[src/rtl/plane_vram_arbiter_if.sv]
// Bus bundle between the plane fetch sequencer, the CPU port and the VRAM macro.
// The arbiter takes the slave side; the surrounding system takes the master side.
interface plane_vram_arbiter_if #(
  parameter int ADDR_W = 16,
  parameter int DATA_W = 16
);
  logic              disp_req;
  logic [ADDR_W-1:0] disp_addr;
  logic              disp_ack;
  logic [DATA_W-1:0] disp_rdata;
  logic              disp_valid;
  logic              disp_stall;

  logic              cpu_req;
  logic              cpu_we;
  logic [ADDR_W-1:0] cpu_addr;
  logic [DATA_W-1:0] cpu_wdata;
  logic              cpu_ack;
  logic [DATA_W-1:0] cpu_rdata;
  logic              cpu_rvalid;

  logic              vram_en;
  logic              vram_we;
  logic [ADDR_W-1:0] vram_addr;
  logic [DATA_W-1:0] vram_wdata;
  logic [DATA_W-1:0] vram_rdata;

  modport slave (
    input  disp_req, disp_addr, cpu_req, cpu_we, cpu_addr, cpu_wdata, vram_rdata,
    output disp_ack, disp_rdata, disp_valid, disp_stall,
           cpu_ack, cpu_rdata, cpu_rvalid,
           vram_en, vram_we, vram_addr, vram_wdata
  );

  modport master (
    output disp_req, disp_addr, cpu_req, cpu_we, cpu_addr, cpu_wdata, vram_rdata,
    input  disp_ack, disp_rdata, disp_valid, disp_stall,
           cpu_ack, cpu_rdata, cpu_rvalid,
           vram_en, vram_we, vram_addr, vram_wdata
  );
endinterface

[src/rtl/plane_vram_arbiter.sv]
// Single-port VRAM arbiter for the foreground plane: display fetch has priority,
// a saturating wait counter lets a starved CPU win one slot, and an owner-tag
// pipeline steers returning read data back to whoever issued the read.
module plane_vram_arbiter #(
  parameter int ADDR_W       = 16,
  parameter int DATA_W       = 16,
  parameter int RD_LAT       = 1,
  parameter int STARVE_LIMIT = 8
) (
  input  logic                  clk,
  input  logic                  N_reset,
  plane_vram_arbiter_if.slave   bus
);

  typedef enum logic [1:0] {TAG_NONE, TAG_DISP, TAG_CPU} tag_t;

  logic [7:0]        cpu_wait;
  logic              starve;
  logic              cpu_ack;
  logic              disp_ack;
  tag_t              tag_in;
  tag_t              tag_q [RD_LAT+1];

  logic              vram_en;
  logic              vram_we;
  logic [ADDR_W-1:0] vram_addr;
  logic [DATA_W-1:0] vram_wdata;
  logic [DATA_W-1:0] disp_rdata;
  logic              disp_valid;
  logic [DATA_W-1:0] cpu_rdata;
  logic              cpu_rvalid;
  logic              disp_stall;

  assign starve = (cpu_wait >= 8'(STARVE_LIMIT));

  // Grant: display wins unless the CPU has waited long enough to override it.
  always_comb begin
    cpu_ack  = 1'b0;
    disp_ack = 1'b0;
    cpu_ack  = bus.cpu_req && (!bus.disp_req || starve);
    disp_ack = bus.disp_req && !cpu_ack;
  end

  // Owner tag for the command being accepted this cycle; writes return nothing.
  always_comb begin
    tag_in = TAG_NONE;
    if (cpu_ack && !bus.cpu_we) tag_in = TAG_CPU;
    else if (disp_ack)          tag_in = TAG_DISP;
  end

  // Count consecutive denied CPU cycles, saturating so it never wraps back to 0.
  always_ff @(posedge clk or negedge N_reset) begin
    if (!N_reset)                   cpu_wait <= '0;
    else if (cpu_ack || !bus.cpu_req) cpu_wait <= '0;
    else if (cpu_wait != 8'hFF)     cpu_wait <= cpu_wait + 8'd1;
  end

  // Command register toward the VRAM; address/data hold when idle.
  always_ff @(posedge clk or negedge N_reset) begin
    if (!N_reset) begin
      vram_en    <= 1'b0;
      vram_we    <= 1'b0;
      vram_addr  <= '0;
      vram_wdata <= '0;
    end else if (cpu_ack) begin
      vram_en    <= 1'b1;
      vram_we    <= bus.cpu_we;
      vram_addr  <= bus.cpu_addr;
      vram_wdata <= bus.cpu_wdata;
    end else if (disp_ack) begin
      vram_en    <= 1'b1;
      vram_we    <= 1'b0;
      vram_addr  <= bus.disp_addr;
    end else begin
      vram_en    <= 1'b0;
      vram_we    <= 1'b0;
    end
  end

  // Tag pipeline: the last stage lines up with the cycle vram_rdata is valid.
  always_ff @(posedge clk or negedge N_reset) begin
    if (!N_reset) begin
      for (int i = 0; i <= RD_LAT; i++) tag_q[i] <= TAG_NONE;
    end else begin
      tag_q[0] <= tag_in;
      for (int i = 1; i <= RD_LAT; i++) tag_q[i] <= tag_q[i-1];
    end
  end

  // Capture returning read data into the owner's register and pulse its valid.
  always_ff @(posedge clk or negedge N_reset) begin
    if (!N_reset) begin
      disp_rdata <= '0;
      disp_valid <= 1'b0;
      cpu_rdata  <= '0;
      cpu_rvalid <= 1'b0;
    end else begin
      disp_valid <= (tag_q[RD_LAT] == TAG_DISP);
      cpu_rvalid <= (tag_q[RD_LAT] == TAG_CPU);
      if (tag_q[RD_LAT] == TAG_DISP) disp_rdata <= bus.vram_rdata;
      if (tag_q[RD_LAT] == TAG_CPU)  cpu_rdata  <= bus.vram_rdata;
    end
  end

  // Flag a display request that lost arbitration in the previous cycle.
  always_ff @(posedge clk or negedge N_reset) begin
    if (!N_reset) disp_stall <= 1'b0;
    else          disp_stall <= bus.disp_req && !disp_ack;
  end

  assign bus.cpu_ack    = cpu_ack;
  assign bus.disp_ack   = disp_ack;
  assign bus.vram_en    = vram_en;
  assign bus.vram_we    = vram_we;
  assign bus.vram_addr  = vram_addr;
  assign bus.vram_wdata = vram_wdata;
  assign bus.disp_rdata = disp_rdata;
  assign bus.disp_valid = disp_valid;
  assign bus.cpu_rdata  = cpu_rdata;
  assign bus.cpu_rvalid = cpu_rvalid;
  assign bus.disp_stall = disp_stall;

endmodule

[src/flat_wrapper.sv]
// flat-port wrapper written by rule: the top's interface ports become plain ports
module plane_vram_arbiter_flat 
#(
  parameter int ADDR_W       = 16,
  parameter int DATA_W       = 16,
  parameter int RD_LAT       = 1,
  parameter int STARVE_LIMIT = 8
)
  (clk, N_reset, bus_disp_req, bus_disp_addr, bus_cpu_req, bus_cpu_we, bus_cpu_addr, bus_cpu_wdata, bus_vram_rdata, bus_disp_ack, bus_disp_rdata, bus_disp_valid, bus_disp_stall, bus_cpu_ack, bus_cpu_rdata, bus_cpu_rvalid, bus_vram_en, bus_vram_we, bus_vram_addr, bus_vram_wdata);
  plane_vram_arbiter_if #(.ADDR_W(ADDR_W), .DATA_W(DATA_W)) bus_i ();
  input  logic clk;
  input  logic N_reset;
  input wire logic [$bits(bus_i.disp_req)-1:0] bus_disp_req;
  input wire logic [$bits(bus_i.disp_addr)-1:0] bus_disp_addr;
  input wire logic [$bits(bus_i.cpu_req)-1:0] bus_cpu_req;
  input wire logic [$bits(bus_i.cpu_we)-1:0] bus_cpu_we;
  input wire logic [$bits(bus_i.cpu_addr)-1:0] bus_cpu_addr;
  input wire logic [$bits(bus_i.cpu_wdata)-1:0] bus_cpu_wdata;
  input wire logic [$bits(bus_i.vram_rdata)-1:0] bus_vram_rdata;
  output wire logic [$bits(bus_i.disp_ack)-1:0] bus_disp_ack;
  output wire logic [$bits(bus_i.disp_rdata)-1:0] bus_disp_rdata;
  output wire logic [$bits(bus_i.disp_valid)-1:0] bus_disp_valid;
  output wire logic [$bits(bus_i.disp_stall)-1:0] bus_disp_stall;
  output wire logic [$bits(bus_i.cpu_ack)-1:0] bus_cpu_ack;
  output wire logic [$bits(bus_i.cpu_rdata)-1:0] bus_cpu_rdata;
  output wire logic [$bits(bus_i.cpu_rvalid)-1:0] bus_cpu_rvalid;
  output wire logic [$bits(bus_i.vram_en)-1:0] bus_vram_en;
  output wire logic [$bits(bus_i.vram_we)-1:0] bus_vram_we;
  output wire logic [$bits(bus_i.vram_addr)-1:0] bus_vram_addr;
  output wire logic [$bits(bus_i.vram_wdata)-1:0] bus_vram_wdata;
  assign bus_i.disp_req = bus_disp_req;
  assign bus_i.disp_addr = bus_disp_addr;
  assign bus_i.cpu_req = bus_cpu_req;
  assign bus_i.cpu_we = bus_cpu_we;
  assign bus_i.cpu_addr = bus_cpu_addr;
  assign bus_i.cpu_wdata = bus_cpu_wdata;
  assign bus_i.vram_rdata = bus_vram_rdata;
  assign bus_disp_ack = bus_i.disp_ack;
  assign bus_disp_rdata = bus_i.disp_rdata;
  assign bus_disp_valid = bus_i.disp_valid;
  assign bus_disp_stall = bus_i.disp_stall;
  assign bus_cpu_ack = bus_i.cpu_ack;
  assign bus_cpu_rdata = bus_i.cpu_rdata;
  assign bus_cpu_rvalid = bus_i.cpu_rvalid;
  assign bus_vram_en = bus_i.vram_en;
  assign bus_vram_we = bus_i.vram_we;
  assign bus_vram_addr = bus_i.vram_addr;
  assign bus_vram_wdata = bus_i.vram_wdata;
  plane_vram_arbiter #(.ADDR_W(ADDR_W), .DATA_W(DATA_W), .RD_LAT(RD_LAT), .STARVE_LIMIT(STARVE_LIMIT)) u_core (.clk(clk), .N_reset(N_reset), .bus(bus_i));
endmodule
[config.mk]
export PLATFORM = sky130hd
export DESIGN_NAME = plane_vram_arbiter_flat
export DESIGN_NICKNAME = d
export VERILOG_FILES = /design/src/rtl/plane_vram_arbiter_if.sv /design/src/rtl/plane_vram_arbiter.sv /design/src/flat_wrapper.sv
export SDC_FILE = /design/constraint.sdc
export NUM_CORES = 1
export LEC_CHECK = 0
export ABC_AREA = 1
export BUFFER_PORTS_ARGS = -buffer_cell sky130_fd_sc_hd__clkbuf_2
export CORE_ASPECT_RATIO = 1.4
export CORE_MARGIN = 4
export CORE_UTILIZATION = 40
export DETAILED_ROUTE_END_ITERATION = 10
export GPL_TIMING_DRIVEN = 0
export PLACE_DENSITY = 0.67
export SLEW_MARGIN = 20
export SYNTH_ARGS = -nofsm -noshare
export SYNTH_HDL_FRONTEND = slang
export SYNTH_SLANG_ARGS = --single-unit
[constraint.sdc]
create_clock -name clk -period 1.7 [get_ports clk]
set_input_delay 0.34 -clock clk [delete_from_list [all_inputs] [get_ports clk]]
set_output_delay 0.34 -clock clk [all_outputs]
set_load 0.02 [all_outputs]
After elaboration in Yosys (flattened, before gate mapping)
Index checks and enable logic that the tools add are counted.

Flip-flop bits (word level): 81. Latch bits: 0. Bits in writable memories: 0. ROM bits: 0. Bits of input ports: 69. Output and inout bits: 71. Logic and storage cells: 39. Memories kept: 0.

$add $sub $neg: 1. Multiply operators: 0. Divide/modulo/power cells: 0. Order comparisons: 1. Equality and inequality tests: 3. Shift operators: 0. Mux-type cells: 9. Bitwise gates (word level): 0. Reductions and logical operators: 13.

Operators by type and width (number): 16-bit two-way mux (2); 8-bit two-way mux (2); 8-bit by 1-bit adder with 8-bit output, second input constant (1); 8-bit by 4-bit greater-or-equal comparator with 1-bit output, second input constant (1); 8-bit != test, second input constant (1); 1-bit logical NOT (5); 1-bit logical AND (4); 1-bit two-way mux (4); 2-bit nonzero test (2); 2-bit by 1-bit == test with 1-bit output, second input constant (1); 2-bit == test, second input constant (1); 1-bit logical OR (2); 2-bit two-way mux (1).

Depth between registers and ports, before layout
Depth in word-level cells: 7. Depth in mapped cells: 9. Depth with buffers taken out: 7.

Worst setup path after synthesis
OpenSTA, ideal clock, no wires.

Kind: input to output. Start point: input port bus_disp_req. End point: output port bus_disp_ack. Arrival: 1.214 ns. Data required time: 1.360 ns. Setup slack: 0.146 ns. Stages on the path: 8. Path buffers: 2. Path through: buf_6 inv_4 nor2_4 nand3_4 nand2_4 inv_2 buf_6 nor2_2.

Word-level cells in the longest chain between the ends: 5.

RTL lines: from (decl) (RTL line flat_wrapper.sv:13) `input wire logic [$bits(bus_i.disp_req)-1:0] bus_disp_req;`; 1-bit logical NOT (RTL line plane_vram_arbiter.sv:40) `cpu_ack = bus.cpu_req && (!bus.disp_req || starve);`; 1-bit logical OR (RTL line plane_vram_arbiter.sv:40); 1-bit logical AND (RTL line plane_vram_arbiter.sv:40); via bus_cpu_ack (RTL line flat_wrapper.sv:24) `output wire logic [$bits(bus_i.cpu_ack)-1:0] bus_cpu_ack;`; 1-bit logical NOT (RTL line plane_vram_arbiter.sv:41) `disp_ack = bus.disp_req && !cpu_ack;`; 1-bit logical AND (RTL line plane_vram_arbiter.sv:41); to (decl) (RTL line flat_wrapper.sv:20) `output wire logic [$bits(bus_i.disp_ack)-1:0] bus_disp_ack;`.

The timed path passes the listed nets, and every way through them passes these cells.

Worst setup path in the final report
Start point: register u_core.cpu_wait[4]. End point: output port bus_disp_ack.

Word-level cells in the longest chain between the ends: 5.

RTL lines: from (decl) (RTL line plane_vram_arbiter.sv:17) `logic [7:0] cpu_wait;`; from (signal assigned) (RTL line plane_vram_arbiter.sv:55) `else if (cpu_wait != 8'hFF) cpu_wait <= cpu_wait + 8'd1;`; 8-bit by 4-bit greater-or-equal comparator with 1-bit output (RTL line plane_vram_arbiter.sv:34) `assign starve = (cpu_wait >= 8'(STARVE_LIMIT));`; 1-bit logical OR (RTL line plane_vram_arbiter.sv:40); 1-bit logical AND (RTL line plane_vram_arbiter.sv:40); 1-bit logical NOT (RTL line plane_vram_arbiter.sv:41); 1-bit logical AND (RTL line plane_vram_arbiter.sv:41).

No other way between the ends.

==> impl_metrics.tcl <==
set metrics [dict create \
    first_global_vias 2903 \
    leakage_nw 2.55 \
    fmax_mhz 595 \
    drt_first_pass_iters 4 \
    critical_path.cell_chain "nor2_2 -> nand3_4 -> nand2_8 -> inv_8 -> nor2_4 -> buf_8" \
    wl_met2_um 3760 \
    met3WireLength_um 701 \
    worst_slack_ns 0.0207 \
    m1WireLength_um 3350 \
    dr.max_layer_used "met4" \
    core_area_um2 7890 \
    setup_violations 0 \
    place_congestion 0.779 \
    finish.net_count 595 \
    cts-hold-fix-buffers 0 \
    port_buffers 137 \
    dieArea_um2 9780 \
    syn_area_um2 3300 \
    cp-end-kind "output pin" \
    dieWidth_um 84.7 \
    place_ws_ns -0.0175 \
    finalWirelength_um 7940 \
    finalClockSkew_ns 0.00609 \
    cts_tree "yes" \
    path_clk_slew_ns 0.08 \
    pwr-share-comb_pct 21.2 \
    hold_violations 0 \
    synth.ff_latch_count 81 \
    grt_max_degree 43 \
    power.net_switching_w 0.00138 \
    power_density_nw_per_um2 1020 \
    dr.first_iter.drc_count 101 \
    yosysSeqAreaShare_pct 61.5 \
    hpwl_um 6090 \
    ff2ff_setup_slack_ns 0.38 \
    crit_family "simple AND/OR/NAND/NOR gates" \
    path_class "flip-flop to output pin" \
    stdcell_count 628 \
    cp_slowest_stage_delay_ns 0.39 \
    cts_max_level 3 \
    final_core_util_pct 55.6 \
    syn_area_per_cell_um2 8.98 \
    crit_buf_inv 2 \
    synthDistinctLibCells 20 \
    r2r_start "u_core.cpu_wait[4]$_DFFE_PN0P_" \
    startpoint_type "flip-flop" \
    drtAntennaViolNets 0 \
    critPathSlowestCell "dfrtp_1" \
    drv_cap 0 \
    num_io_pins 140 \
    rsz0062_at_grt "true" \
    ir_worst_vdd_mv 0.514 \
    die_y_um 115 \
    intPower_w 0.00312 \
    rows 38 \
    detail_route.vias_per_cell 4.54 \
    synthCells 367 \
    vias 2848 \
    wl_per_cell_um 12.6 \
    swShare_pct 30.7 \
    clkPwrFrac_pct 28.6 \
    r2r-end "u_core.bus.vram_addr[3]$_DFFE_PN0P_" \
    drive_gt1_share_pct 33.5 \
    cp_max_fo 4 \
    cp.arrival_ns 1.34 \
    clockBufferDepth 2 \
    placed_area_um2 4140 \
    dp_cells 608 \
    track_usage_pct 17.2 \
    clk_latency_ns 0.34 \
    min_period_ns 1.68 \
    seq_power_share_pct 50.2 \
    fin_crit_sh_pct 98.8 \
    hold_path.class "primary input to asynchronous set/reset pin" \
    ys_warn_count 0 \
    drc 0 \
    reg2regPathDepth 6 \
    numCtsBuffers 9 \
    stdcell_area_um2 4390 \
    antenna_found_initial 0 \
    grt_pass1_wl_um 13500 \
    area_delta_synth_final_pct 33.3 \
    finalMaxSlewViolations 0 \
    clockRootBuffer "clkbuf_8" \
    diodes 0 \
    relSlewSlack_pct 60.3 \
    overflow 0 \
    start_util_pct 41.8 \
    status "finished clean" \
    tightest_slew_ns 0.595 \
    clock-sinks 81 \
    critPathRequiredTime_ns 1.36 \
]
## cell type report
class / count / area [um^2]
fillers: 763 / 3500
flip-flops and latches: 81 / 2030
multi-input cells: 224 / 1000
repair buffers: 144 / 763
inverters: 48 / 190
clock buffers: 13 / 169
well taps: 100 / 125
plain buffers: 16 / 101
clock inverters: 2 / 12.5
## worst max path at each step
| stage | start | slack, ns | end | cells past startpoint |
|---|---|---|---|---|
| 6_report | u_core.cpu_wait[4]$_DFFE_PN0P_ | 0.02 | bus_disp_ack | 6 |
| 5_1_grt | u_core.cpu_wait[4]$_DFFE_PN0P_ | -0.06 | bus_disp_ack | 6 |
| 4_1_cts | u_core.cpu_wait[5]$_DFFE_PN0P_ | -0.03 | bus_disp_ack | 6 |
| 3_5_place_dp | bus_disp_req | -0.02 | bus_disp_ack | 9 |
| 3_3_place_gp | N_reset | -0.50 | u_core.bus.vram_addr[8]$_DFFE_PN0P_ | 1 |
| 2_1_floorplan | bus_disp_req | 0.15 | bus_disp_ack | 8 |
## logic make-up after synthesis
logic type | after synthesis | synth area share, %
fa+ha+maj | 2 | 0.759
other cells | 1 | 0.114
flops | 81 | 61.5
compound gates | 37 | 5.66
simple gates | 181 | 23.0
buf+inv | 65 | 8.96
## registers in the layout (all words and copies together), names as in the netlist
name	cells
u_core.bus.vram_addr	16
u_core.bus.vram_wdata	16
u_core.bus.vram_en	1
u_core.bus.cpu_rdata	16
u_core.tag_q	4
u_core.bus.vram_we	1
u_core.bus.cpu_rvalid	1
u_core.cpu_wait	8
u_core.bus.disp_rdata	16
u_core.bus.disp_valid	1
u_core.bus.disp_stall	1
## worst register-to-register path, delay by kind of cell (launching register included)
family	cells	cell delay [ns]
flops	1	0.39
buf+inv	2	0.36
simple gates	4	0.45
## cells in the mapped netlist
cell type | count | area (um^2)
a21oi_1 | 3 | 15.0
a31oi_1 | 1 | 6.26
buf_1 | 1 | 3.75
buf_2 | 3 | 15.0
buf_6 | 6 | 67.6
clkbuf_1 | 7 | 26.3
conb_1 | 1 | 3.75
dfrtp_1 | 81 | 2030
ha_1 | 2 | 25.0
inv_1 | 45 | 169
inv_2 | 2 | 7.51
inv_4 | 1 | 6.26
nand2_1 | 133 | 499
nand2_4 | 1 | 11.3
nand3_1 | 34 | 170
nand3_4 | 1 | 17.5
nor2_1 | 8 | 30.0
nor2_2 | 3 | 18.8
nor2_4 | 1 | 11.3
o21ai_0 | 33 | 165
## cells in the final DEF (no fill, tap or decap)
cell type   Yosys  routed
nand2_1       133     133
nor2_4          1       2
clkbuf_4        0       1
a31oi_1         1       1
clkbuf_1        7       8
nand2_8         0       1
nand3_4         1       1
nor2_2          3       4
inv_8           0       1
inv_2           2       1
dfrtp_1        81      81
buf_1           1       1
conb_1          1       4
inv_4           1       1
buf_8           0       1
o21ai_0        33      33
buf_2           3       3
clkinvlp_4      0       1
inv_1          45      45
clkbuf_2        0     135
buf_4           0       6
buf_6           6       5
ha_1            2       2
buf_12          0       1
a21oi_1         3       3
nor2_1          8       6
clkinv_2        0       1
clkbuf_8        0      12
nand3_1        34      34
## power by group through the flow
stage	Clock, W	Sequential, W	Combinational, W
after detailed placement	0	0.00229	0.000955
after floorplan	0	0.00255	0.000272
after global routing	0.00142	0.00229	0.00106
final	0.00129	0.00226	0.000951
after CTS	0.00133	0.00226	0.000969
after global placement	0	0.00229	0.000932
## routing by layer
layer,vias up,track usage (%)
li1,1431,-
met1,1281,20.8
met2,125,29.1
met3,11,5.02
met4,0,6.97
met5,-,0
## stage by stage
step                setup TNS [ns]  hold WS (ns)  power, W
global route               -0.0610        0.0419   0.00477
CTS                        -0.0294        0.0204   0.00456
detailed placement         -0.0175         0.337   0.00325
floorplan                        0        0.0444   0.00282
global placement            -40.11         0.335   0.00322
finish                           0        0.0161   0.00450
## timing repair
| item | CTS | global route |
|---|---|---|
| pin swaps | 3 | 2 |
| setup endpoints to repair | 2 | 1 |
| resized for setup | 9 | 1 |
| buffers inserted | 4 | 2 |
Power figures use the tool's default switching activity.
